$ cat src/rtl/reg_value_writer.sv
`default_nettype none
// ============================================================================
//  Module      : reg_value_writer
//  Description : Writer end of the registry value store. Packs an 8-bit
//                character stream into a value slot as a NUL-terminated
//                UTF-16LE string, then writes the 32-bit byte-size header
//                last so readers never see a size ahead of its data.
//  Revision    : 1.0 - initial release
// ============================================================================
module reg_value_writer #(
  parameter  int KEY_W  = 3,
  parameter  int SLOT_W = 6,
  localparam int ADDR_W = KEY_W + SLOT_W
) (
  input  logic              clk,
  input  logic              rst,
  input  logic              cmd_valid,
  output logic              cmd_ready,
  input  logic [KEY_W-1:0]  cmd_key,
  input  logic              s_valid,
  output logic              s_ready,
  input  logic [7:0]        s_data,
  input  logic              s_last,
  output logic              mem_we,
  output logic [ADDR_W-1:0] mem_addr,
  output logic [15:0]       mem_wdata,
  output logic              done,
  output logic [1:0]        status
);

  // Largest character count that still leaves room for the terminator.
  localparam int C_MAX_CHARS = (1 << SLOT_W) - 3;

  typedef enum logic [2:0] {
    S_IDLE  = 3'd0,
    S_RECV  = 3'd1,
    S_TERM  = 3'd2,
    S_SZLO  = 3'd3,
    S_SZHI  = 3'd4,
    S_DRAIN = 3'd5,
    S_DONE  = 3'd6
  } state_t;

  state_t            r_state;
  state_t            w_state_nxt;
  logic [SLOT_W-1:0] r_cnt;
  logic [SLOT_W-1:0] w_cnt_nxt;
  logic [KEY_W-1:0]  r_key;
  logic [KEY_W-1:0]  w_key_nxt;
  logic              r_ovf;
  logic              w_ovf_nxt;

  logic              w_we;
  logic [SLOT_W-1:0] w_off;
  logic [15:0]       w_wdata;
  logic [31:0]       w_size;

  logic              r_mem_we;
  logic [ADDR_W-1:0] r_mem_addr;
  logic [15:0]       r_mem_wdata;
  logic              r_done;
  logic [1:0]        r_status;

  // Byte size of the committed string including its terminator.
  assign w_size = (32'(r_cnt) + 32'd1) << 1;

  assign cmd_ready = (r_state == S_IDLE);
  assign s_ready   = (r_state == S_RECV) || (r_state == S_DRAIN);
  assign mem_we    = r_mem_we;
  assign mem_addr  = r_mem_addr;
  assign mem_wdata = r_mem_wdata;
  assign done      = r_done;
  assign status    = r_status;

  // Control state, character count, latched key and overflow flag.
  always_ff @(posedge clk) begin
    if (rst) begin
      r_state <= S_IDLE;
      r_cnt   <= '0;
      r_key   <= '0;
      r_ovf   <= 1'b0;
    end else begin
      r_state <= w_state_nxt;
      r_cnt   <= w_cnt_nxt;
      r_key   <= w_key_nxt;
      r_ovf   <= w_ovf_nxt;
    end
  end

  // Next-state decode and the write to be registered at the coming edge.
  always_comb begin
    w_state_nxt = r_state;
    w_cnt_nxt   = r_cnt;
    w_key_nxt   = r_key;
    w_ovf_nxt   = r_ovf;
    w_we        = 1'b0;
    w_off       = '0;
    w_wdata     = 16'h0000;
    case (r_state)
      S_IDLE: begin
        if (cmd_valid) begin
          w_key_nxt   = cmd_key;
          w_cnt_nxt   = '0;
          w_ovf_nxt   = 1'b0;
          w_state_nxt = S_RECV;
        end
      end
      S_RECV: begin
        if (s_valid) begin
          if ((s_data != 8'h00) && (r_cnt == C_MAX_CHARS[SLOT_W-1:0])) begin
            // No room left: nothing more is written for this command.
            w_ovf_nxt   = 1'b1;
            w_state_nxt = s_last ? S_DONE : S_DRAIN;
          end else begin
            // NUL beats are dropped; everything else lands after the header.
            if (s_data != 8'h00) begin
              w_we      = 1'b1;
              w_off     = r_cnt + SLOT_W'(2);
              w_wdata   = {8'h00, s_data};
              w_cnt_nxt = r_cnt + SLOT_W'(1);
            end
            if (s_last) begin
              w_state_nxt = S_TERM;
            end
          end
        end
      end
      S_TERM: begin
        w_we        = 1'b1;
        w_off       = r_cnt + SLOT_W'(2);
        w_wdata     = 16'h0000;
        w_state_nxt = S_SZLO;
      end
      S_SZLO: begin
        w_we        = 1'b1;
        w_off       = SLOT_W'(0);
        w_wdata     = w_size[15:0];
        w_state_nxt = S_SZHI;
      end
      S_SZHI: begin
        w_we        = 1'b1;
        w_off       = SLOT_W'(1);
        w_wdata     = w_size[31:16];
        w_state_nxt = S_DONE;
      end
      S_DRAIN: begin
        if (s_valid && s_last) begin
          w_state_nxt = S_DONE;
        end
      end
      S_DONE: begin
        w_state_nxt = S_IDLE;
      end
      default: begin
        w_state_nxt = S_IDLE;
      end
    endcase
  end

  // Registered RAM write port and completion pulse; reset cancels a pending write.
  always_ff @(posedge clk) begin
    if (rst) begin
      r_mem_we    <= 1'b0;
      r_mem_addr  <= '0;
      r_mem_wdata <= 16'h0000;
      r_done      <= 1'b0;
      r_status    <= 2'b00;
    end else begin
      r_mem_we <= w_we;
      if (w_we) begin
        r_mem_addr  <= {r_key, w_off};
        r_mem_wdata <= w_wdata;
      end
      r_done   <= (r_state == S_DONE);
      r_status <= (r_state == S_DONE) ? {1'b0, r_ovf} : 2'b00;
    end
  end

endmodule
`default_nettype wire

$ cat config.mk
export PLATFORM = sky130hd
export DESIGN_NAME = reg_value_writer
export DESIGN_NICKNAME = d
export VERILOG_FILES = /design/src/rtl/reg_value_writer.sv
export SDC_FILE = /design/constraint.sdc
export NUM_CORES = 1
export LEC_CHECK = 0
export CORE_MARGIN = 2
export CORE_UTILIZATION = 40
export CTS_BUF_LIST = sky130_fd_sc_hd__clkbuf_4 sky130_fd_sc_hd__clkbuf_8 sky130_fd_sc_hd__clkbuf_16
export DETAILED_ROUTE_END_ITERATION = 7
export PLACE_DENSITY = 0.67
export REMOVE_ABC_BUFFERS = 1
export SLEW_MARGIN = 25
export SYNTH_ARGS = -nofsm -noshare
export SYNTH_HDL_FRONTEND = slang
export SYNTH_SLANG_ARGS = --single-unit
$ cat constraint.sdc
create_clock -name clk -period 2.66 [get_ports clk]
set_input_delay 0.532 -clock clk [delete_from_list [all_inputs] [get_ports clk]]
set_output_delay 0.532 -clock clk [all_outputs]
set_load 0.05 [all_outputs]
# ---- After elaboration in Yosys (flattened, before gate mapping)
# Index checks and enable logic that the tools add are counted.
dict set report op_classes {
  n_eq_ne 14
  add_sub_neg 3
  n_div 0
  bitwise 1
  shift 0
  n_mul 0
  reduce_logical 12
  n_mux 28
  order_cmp 0
}
# cell count
set op_table {}
lappend op_table {{6-bit 2-to-1 mux} 7}
lappend op_table {{8-bit 2-to-1 mux} 3}
lappend op_table {{8-bit case mux with 3 select lines} 1}
lappend op_table {{3-bit case mux with 6 select lines} 1}
lappend op_table {{6-bit case mux with 3 select lines} 1}
lappend op_table {{3-bit 2-to-1 mux} 5}
lappend op_table {{6-bit case mux with 2 select lines} 1}
lappend op_table {{3-bit equality test (second input constant)} 3}
lappend op_table {{4-bit AND reduction} 2}
lappend op_table {{8-bit nonzero test} 1}
lappend op_table {{6-bit by 1-bit adder with 7-bit output (second input constant)} 1}
lappend op_table {{6-bit by 1-bit adder with 6-bit output (second input constant)} 1}
lappend op_table {{6-bit by 2-bit adder with 6-bit output (second input constant)} 1}
lappend op_table {{3-bit by 2-bit equality test with 1-bit output (second input constant)} 2}
lappend op_table {{6-bit equality test (second input constant)} 1}
lappend op_table {{1-bit 2-to-1 mux} 6}
lappend op_table {{2-bit by 1-bit inequality test with 1-bit output (second input constant)} 3}
lappend op_table {{2-bit inequality test (second input constant)} 3}
lappend op_table {{5-bit AND reduction} 1}
lappend op_table {{1-bit case mux with 2 select lines} 2}
lappend op_table {{3-bit by 1-bit equality test with 1-bit output (second input constant)} 1}
lappend op_table {{3-bit zero test} 1}
lappend op_table {{3-bit by 2-bit inequality test with 1-bit output (second input constant)} 1}
lappend op_table {{3-bit OR reduction} 1}
lappend op_table {{other kinds (7)} 8}
dict set report totals {
  mem_count 0
  latchBits 0
  mem_bits_rw 0
  wordCells 68
  register_bits 42
  mem_bits_ro 0
  output_inout_bits 31
}

# ---- Depth between registers and ports, before layout
# Gate-level depths: netlist (run 1).
dict set report logic_depth {
  word_depth 5
  ltp_mapped 8
  depth_no_buf 7
}

# ---- Worst setup path before layout (run 1)
# No wires, ideal clock.
dict set report synth_path {
  path_kind {reg-to-reg}
  from {register r_state[2]}
  to {register r_cnt[1]}
  arrival_ns 2.510
  setup_slack_ns 0.079
  required_ns 2.589
  stages_incl_launch_ff 8
  setup_time_ns 0.071
  path_cell_list {dfxtp_1 -> buf_2 -> nor3_1 -> and2_1 -> buf_2 -> a21oi_1 -> or3_1 -> a21oi_1}
}
dict set report synth_between {
  elab_chain_cells 3
  elab_cells_between_ends 9
  cone_classes {eq/ne (5); mux (1); reduce/logical (3)}
}
# item line_no
set synth_rtl {}
lappend synth_rtl {{from (decl)} 44} ;# state_t r_state;
lappend synth_rtl {{from (signal assigned)} 83} ;# r_state <= w_state_nxt;
lappend synth_rtl {{3-bit zero test *} --}
lappend synth_rtl {{net cmd_ready} 18} ;# output logic cmd_ready,
lappend synth_rtl {{2-bit inequality test (no line) or 2-bit nonzero test (tied branches)} --}
lappend synth_rtl {{5-bit AND reduction (no line)} --}
lappend synth_rtl {{to (signal assigned)} 84} ;# r_cnt <= w_cnt_nxt;
lappend synth_rtl {{to (decl)} 46} ;# logic [SLOT_W-1:0] r_cnt;
# The timed path passes the listed nets; every way through them passes the cells marked *.
# A chain may end at the register's enable or synchronous reset.

# ---- Final worst setup path (run 1)
dict set report layout_path {
  from {input s_data[0]}
  to {register r_mem_addr[6] (netlist: mem_addr[6])}
}
dict set report layout_between {
  elab_chain_cells 5
  elab_cells_between_ends 6
  cone_classes {mux (4); reduce/logical (2)}
}
# item line_no
set layout_rtl {}
lappend layout_rtl {{from (decl)} 22} ;# input logic [7:0] s_data,
lappend layout_rtl {{8-bit nonzero test *} {110, 116}}
lappend layout_rtl {{1-bit 2-to-1 mux or 1-bit logical AND (tied branches)} {116, 110}}
lappend layout_rtl {{1-bit 2-to-1 mux *} 110} ;# if ((s_data != 8'h00) && (r_cnt == C_MAX_CHARS[SLOT_W-1:0])) begin
lappend layout_rtl {{1-bit 2-to-1 mux *} 109} ;# if (s_valid) begin
lappend layout_rtl {{1-bit case mux with 2 select lines *} 99} ;# case (r_state)
lappend layout_rtl {{to (signal assigned)} 171} ;# r_mem_addr <= {r_key, w_off};
lappend layout_rtl {{to (decl)} 59} ;# logic [ADDR_W-1:0] r_mem_addr;
# Every way passes the cells marked *; elsewhere a longest branch is shown, timed or not.

==> results.yml, run 1 <==
logic_synthesis:
  synth_area_leader_cell: "dfxtp_1"
  yosys_warnings: 0
  synth-seq-area-share_pct: 40.12
  synth_top_family_by_area: "simple AND/OR/NAND/NOR gates"
  synthSimpleGateAreaFrac_pct: 21.05
  netlist.area_leader.share_pct: 40.12
  synth_ff_type: "dfxtp_1"
  synth_fa_ha_area_share_pct: 2.280
  yosys.cell_types.count: 42
  synthMuxAreaShare_pct: 4.863
  syn_area_mm2: 0.001647
  synth.ff_latch_count: 33
  synth-xor-area-share_pct: 3.723
  syn_inst: 186
  synth_compound_area_share_pct: 19.15
  avgSynthCellArea_um2: 8.853
  synth_edf_count: 0
  synth_area_leaders: "dfxtp_1 (40%), nor2_1 (5.7%), mux2i_1 (4.9%)"
  async_flop_share_pct: 0
grt:
  grt.overflow.total: 0
  grt_pass1_vias: 1283
  grtUsageTotal_pct: 17.60
  antenna_found_initial: 0
  grt_pass1_wl_um: 6106
  grt_max_degree: 20
sta:
  worst_slew_pin_slew_ns: 0.5465
  relSlewSlack_pct: 63.46
  hold_viol_final: 0
  setup_violations: 0
  fmaxAchievable_mhz: 425.4
  finalCriticalPeriod_ns: 2.351
  tns_ns: 0
  finClkSkew_ns: 0.002262
  timing.final.crit_share_pct: 88.38
  final_max_slew_viol_count: 0
  rsz0062_at_grt: "no"
cts:
  cts_made_buffers: 5
  cts_buffer_depth: 2
  cts_sinks: 33
  cts_tree: "yes"
  clockRootBuffer: "clkbuf_8"
  cts_resized: 0
  cts_setup_buffers: 0
  htreeDepth: 2
  holdBufCountCts: 0
  clk_pin_slew_worst_paths_ns: 0.06
  clkLatencyLatePin_ns: 0.28
setup_path:
  cp.arrival_ns: 2.52
  r2r-start: "r_cnt[0]$_SDFFE_PP0P_"
  r2r-end: "mem_addr[6]$_SDFFE_PP0P_"
  crit_path_start_kind: "input pin"
  r2r_slack_ns: 0.61
  required_ns: 2.83
  crit_fanout: 12
  cp-end-kind: "register"
  critPathKind: "input pin to register"
  r2r_cells: 7
flow_run:
  max_cap_viol_count: 0
final_layout:
  area_delta_synth_final_pct: 29.26
  layoutNonFillerInstCount: 276
  nets: 246
  multi_input_area_um2: 874.6
  utilization_pct: 53.59
  fillers: 378
  finalInstanceArea_mm2: 0.002128
  register_area_um2: 660.6
  n_antenna_cell: 0
  drive_gt1_share_pct: 8.407
die:
  core_area_mm2: 0.003971
  pin_count: 47
  die_x_um: 68.16
  die_area_mm2: 0.004646
  initial_core_util_pct: 41.46
  num_rows: 23
  die_y_um: 68.16
route:
  drc_errors: 0
  post_drt_via_cell_ratio: 5.297
  dr.pass1.iters: 4
  wl_per_cell_um: 13.50
  ant_nets: 0
  dr_total_vias: 1462
  wirelength_um: 3727
  drtIter0Drc: 116
power_and_ir_drop:
  vdd_drop_max_uv: 386.9
  p_per_area_mw_per_mm2: 815.4
  p_leak_nw: 0.8059
placed_design:
  place_congestion: 0.7958
  numPlacedInstances: 270
  place.port_buffers: 37
  postPlaceCellArea_mm2: 0.002054
  dp_hpwl_um: 2686
hold_path:
  hold_depth: 1
  hold_start: "mem_addr[4]$_SDFFE_PP0P_"
  hold_path_class: "register to register"
  hold_path_end: "mem_addr[4]$_SDFFE_PP0P_"
outcome:
  outcome: "complete, no violations"
## synth_stat cells, drive strengths merged, types with 2 or more instances
library cell / count
xnor2: 4
nand2b: 2
nand2: 11
xor2: 3
o32ai: 3
and2: 3
clkbuf: 7
nor2: 25
nor2b: 5
dfxtp: 33
o21ai: 6
a21oi: 7
a22oi: 3
mux2i: 8
or4: 3
ha: 3
a221oi: 3
nand3: 7
nor3: 4
o2bb2ai: 5
o21ba: 2
and3: 2
buf: 13
a222oi: 4
o31ai: 3
inv: 5
## registers in the layout, indices dropped and copies added (netlist names)
signal     count
status         1
done           1
mem_wdata      8
r_ovf          1
r_cnt          6
mem_we         1
r_state        3
mem_addr       9
r_key          3
## critical path: stages
cell and delay, ns:
clkdlybuf4s50_1 0.43, or4_1 0.58, o21ba_4 0.23, a211oi_4 0.24, buf_4 0.23, mux2i_1 0.21
nor2_1 0.06
## layout by cell type, fill, tap and decap left out, types with 5 or more instances in the layout
cell type and count:
buf_4 9, nor2_1 25, mux2i_1 8, conb_1 9
dfxtp_1 33, clkdlybuf4s50_1 37, nand2_1 11, clkbuf_8 5
o2bb2ai_1 5, nand3_1 7, a21oi_1 7, o21ai_0 6
inv_1 5, nor2b_1 5
## cell families after synthesis
logic type / Yosys count
and+or+nand+nor: 69
AOI/OAI and AO/OA: 40
DFF: 33
buffers and inverters: 25
muxes: 8
xor gates and xnor gates: 7
adders and majority gates: 3
other: 1
## power by group
part	total (mW)	internal, mW	switching, mW
clock network	0.342	0.172	0.170
logic	0.786	0.305	0.481
registers	0.607	0.558	0.0489
total	1.74	1.04	0.700
## routing by layer
metal / vias to the layer above / wire length [um] / track usage [%] / share of wire (%)
li1: 724 / - / - / -
met1: 703 / 1778 / 25.46 / 48
met2: 30 / 1740 / 25.61 / 47
met3: 5 / 156 / 3.947 / 4.2
met4: 0 / 51 / 6.000 / 1.4
met5: - / 0 / 0 / 0
## stage by stage
step / total power, mW / setup slack [ns] / hold WS [ns]
after global routing: 1.834 / 0.2448 / 0.4868
after detailed placement: 1.402 / 0.04528 / 0.4491
final: 1.735 / 0.3091 / 0.4670
after global placement: 1.401 / 0.08452 / 0.4511
after floorplan: 1.126 / 0.08531 / 0.4303
after CTS: 1.749 / 0.2963 / 0.4708
## how the worst max path moves through the flow
stage	from	endpoint	slack, ns	depth (start not counted)
2_1_floorplan	r_state[0]$_SDFFE_PP0P_	r_cnt[1]$_SDFFE_PP0P_	0.09	5
3_3_place_gp	s_data[4]	mem_addr[7]$_SDFFE_PP0P_	0.08	7
3_5_place_dp	s_data[0]	mem_addr[8]$_SDFFE_PP0P_	0.05	7
4_1_cts	r_state[0]$_SDFFE_PP0P_	cmd_ready	0.30	3
5_1_grt	s_data[0]	mem_addr[6]$_SDFFE_PP0P_	0.24	7
6_report	s_data[0]	mem_addr[6]$_SDFFE_PP0P_	0.31	7
## final cells by class
class | count | share of cell area, %
clock buffers | 5 | 3.233
clock inverters | 1 | 0.2352
inverters | 5 | 0.8818
multi-input cells | 136 | 41.09
flip-flops and latches | 33 | 31.04
well taps | 50 | 2.939
repair buffers | 46 | 20.58
(Power assumes the default switching activity.)
==> run 2: changes to the inputs <==
--- a/config.mk
+++ b/config.mk
@@ -5,13 +5,15 @@
 export SDC_FILE = /design/constraint.sdc
 export NUM_CORES = 1
 export LEC_CHECK = 0
+export CELL_PAD_IN_SITES_DETAIL_PLACEMENT = 1
+export CELL_PAD_IN_SITES_GLOBAL_PLACEMENT = 1
 export CORE_MARGIN = 2
-export CORE_UTILIZATION = 40
+export CORE_UTILIZATION = 35
 export CTS_BUF_LIST = sky130_fd_sc_hd__clkbuf_4 sky130_fd_sc_hd__clkbuf_8 sky130_fd_sc_hd__clkbuf_16
 export DETAILED_ROUTE_END_ITERATION = 7
-export PLACE_DENSITY = 0.67
+export PLACE_DENSITY = 0.78
 export REMOVE_ABC_BUFFERS = 1
-export SLEW_MARGIN = 25
+export SLEW_MARGIN = 20
 export SYNTH_ARGS = -nofsm -noshare
 export SYNTH_HDL_FRONTEND = slang
 export SYNTH_SLANG_ARGS = --single-unit
==> run 2 against run 1 <==
  * Power increased by 2.7%
  * Critical path type is now register to primary output
  * Register-to-register slack worse by 0.03 ns
  * Worst setup slack got worse by 0.0047 ns
  * Non-clock buffer count rose by 1
  * Design area rose by 1.1%
  * Count of clock-buffer cells in the layout rose by 1
  * Largest cell class unchanged
==> results.yml, run 2 (synthesis gave the netlist of run 1 again) <==
setup_path:
  required_ns: 2.13
  critPathBufInv: 2
  r2r_cells: 7
  r2r_slack_ns: 0.58
  critPathKind: "register to primary output"
  r2r-end: "mem_addr[1]$_SDFFE_PP0P_"
  r2r-start: "r_cnt[0]$_SDFFE_PP0P_"
  crit_path_start_kind: "register"
  worstPathCellList: "buf_4 > nor3_1 > clkdlybuf4s50_1"
  crit_fanout: 14
  cp.arrival_ns: 1.82
  worst_path_largest_cell_delay_ns: 0.84
  cp_top_family: "buffers and inverters"
  cp-end-kind: "primary output"
  crit_cells: 3
  slowest_stage: "clkdlybuf4s50_1"
final_layout:
  layout_common_cells: "clkdlybuf4s50_1 (37), dfxtp_1 (33), nor2_1 (25)"
  largest_register_ffs: 9
  n_antenna_cell: 0
  fillers: 534
  area_delta_synth_final_pct: 30.62
  finalInstanceArea_mm2: 0.002151
  nets: 247
  register_area_um2: 660.6
  drive_gt1_share_pct: 9.607
  utilization_pct: 48.40
  multi_input_area_um2: 874.6
  layout_commonest_cell: "clkdlybuf4s50_1"
sta:
  finalCriticalPeriod_ns: 2.356
  fmaxAchievable_mhz: 424.5
  setup_violations: 0
  tns_ns: 0
  finClkSkew_ns: 0.001405
  hold_viol_final: 0
  relSlewSlack_pct: 65.87
  worst_slew_pin_slew_ns: 0.5103
  rsz0062_at_grt: "no"
  timing.final.crit_share_pct: 88.56
  final_max_slew_viol_count: 0
route:
  dr_total_vias: 1478
  drtIter0Drc: 104
  drc_errors: 0
  post_drt_via_cell_ratio: 5.260
  wirelength_um: 4202
  wl_per_cell_um: 14.95
  ant_nets: 0
  dr.pass1.iters: 4
hold_path:
  hold_depth: 1
  hold_path_class: "register to register"
  hold_path_end: "status[0]$_SDFF_PP0_"
  hold_start: "r_ovf$_SDFFE_PP0P_"
power_and_ir_drop:
  p_clk_share_pct: 20.6
  p_int_mw: 1.060
  pwr-share-comb_pct: 45.1
  p_sw_uw: 721.7
  p_leak_nw: 0.8184
  vdd_drop_max_uv: 371.2
  swShare_pct: 40.51
  seqPwrFrac_pct: 34.2
  p_per_area_mw_per_mm2: 828.3
cts:
  cts_buffer_depth: 2
  htreeDepth: 2
  clockRootBuffer: "clkbuf_8"
  clkLatencyLatePin_ns: 0.28
  cts_tree: "yes"
  clk_pin_slew_worst_paths_ns: 0.07
  cts_resized: 0
  cts_setup_buffers: 0
  cts_made_buffers: 5
  holdBufCountCts: 0
  cts_sinks: 33
die:
  pin_count: 47
  die_x_um: 72.59
  die_area_mm2: 0.005269
  core_area_mm2: 0.004444
  initial_core_util_pct: 37.05
  die_y_um: 72.59
  num_rows: 24
grt:
  antenna_found_initial: 0
  grt_pass1_vias: 1417
  grt.overflow.total: 0
  grt_max_degree: 15
  grt_pass1_wl_um: 6886
  grtUsageTotal_pct: 17.05
placed_design:
  place_congestion: 0.8184
  postPlaceCellArea_mm2: 0.002064
  dp_hpwl_um: 3171
  place.port_buffers: 37
flow_run:
  max_cap_viol_count: 0
outcome:
  outcome: "complete, no violations"
run 2: changes by cell type in the layout (fill, tap and decap cells not counted):
| cell | before | now |
|---|---|---|
| buf_4 | 9 | 10 |
| clkbuf_4 | 0 | 1 |
| clkinv_2 | 1 | 2 |
run 2: power by group through the flow:
stage          sequential (mW)  clock, mW  combinational, mW
4_1_cts                  0.610      0.383              0.810
3_5_place_dp             0.620          0              0.809
2_1_floorplan            0.748          0              0.378
3_3_place_gp             0.618          0              0.799
6_report                 0.610      0.368              0.804
5_1_grt                  0.619      0.411              0.865
run 2: worst max-delay path by stage:
stage | slack, ns | startpoint | end
3_3_place_gp | 0.05 | s_data[0] | mem_addr[6]$_SDFFE_PP0P_
4_1_cts | 0.29 | r_state[0]$_SDFFE_PP0P_ | cmd_ready
6_report | 0.30 | r_state[0]$_SDFFE_PP0P_ | cmd_ready
3_5_place_dp | 0.01 | s_data[0] | mem_addr[7]$_SDFFE_PP0P_
5_1_grt | 0.16 | r_state[0]$_SDFFE_PP0P_ | cmd_ready
2_1_floorplan | 0.09 | r_state[0]$_SDFFE_PP0P_ | r_cnt[1]$_SDFFE_PP0P_
run 2: area by class of cell:
| type | instances | area share (%) |
|---|---|---|
| multi-input cells | 136 | 40.66 |
| flip-flops and latches | 33 | 30.72 |
| repair buffers | 47 | 20.71 |
| clock buffers | 6 | 3.549 |
| well taps | 52 | 3.025 |
| inverters | 5 | 0.8726 |
| clock inverters | 2 | 0.4654 |
run 2: through the flow:
stage,hold slack [ns],worst slack [ns],power (mW),instances
6_report,0.4718,0.3044,1.782,281
5_1_grt,0.4894,0.1603,1.895,281
4_1_cts,0.4749,0.2876,1.803,281
3_5_place_dp,0.4553,0.01462,1.429,273
3_3_place_gp,0.4475,0.04532,1.418,273
2_1_floorplan,0.4303,0.08531,1.126,174
run 2: metal layers:
metal | track usage (%) | part of all wire [%] | vias to the layer above
li1 | - | - | 729
met1 | 22.37 | 46 | 711
met2 | 27.17 | 49 | 36
met3 | 5.525 | 4.4 | 2
met4 | 4.321 | 0.40 | 0
met5 | 0 | 0 | -
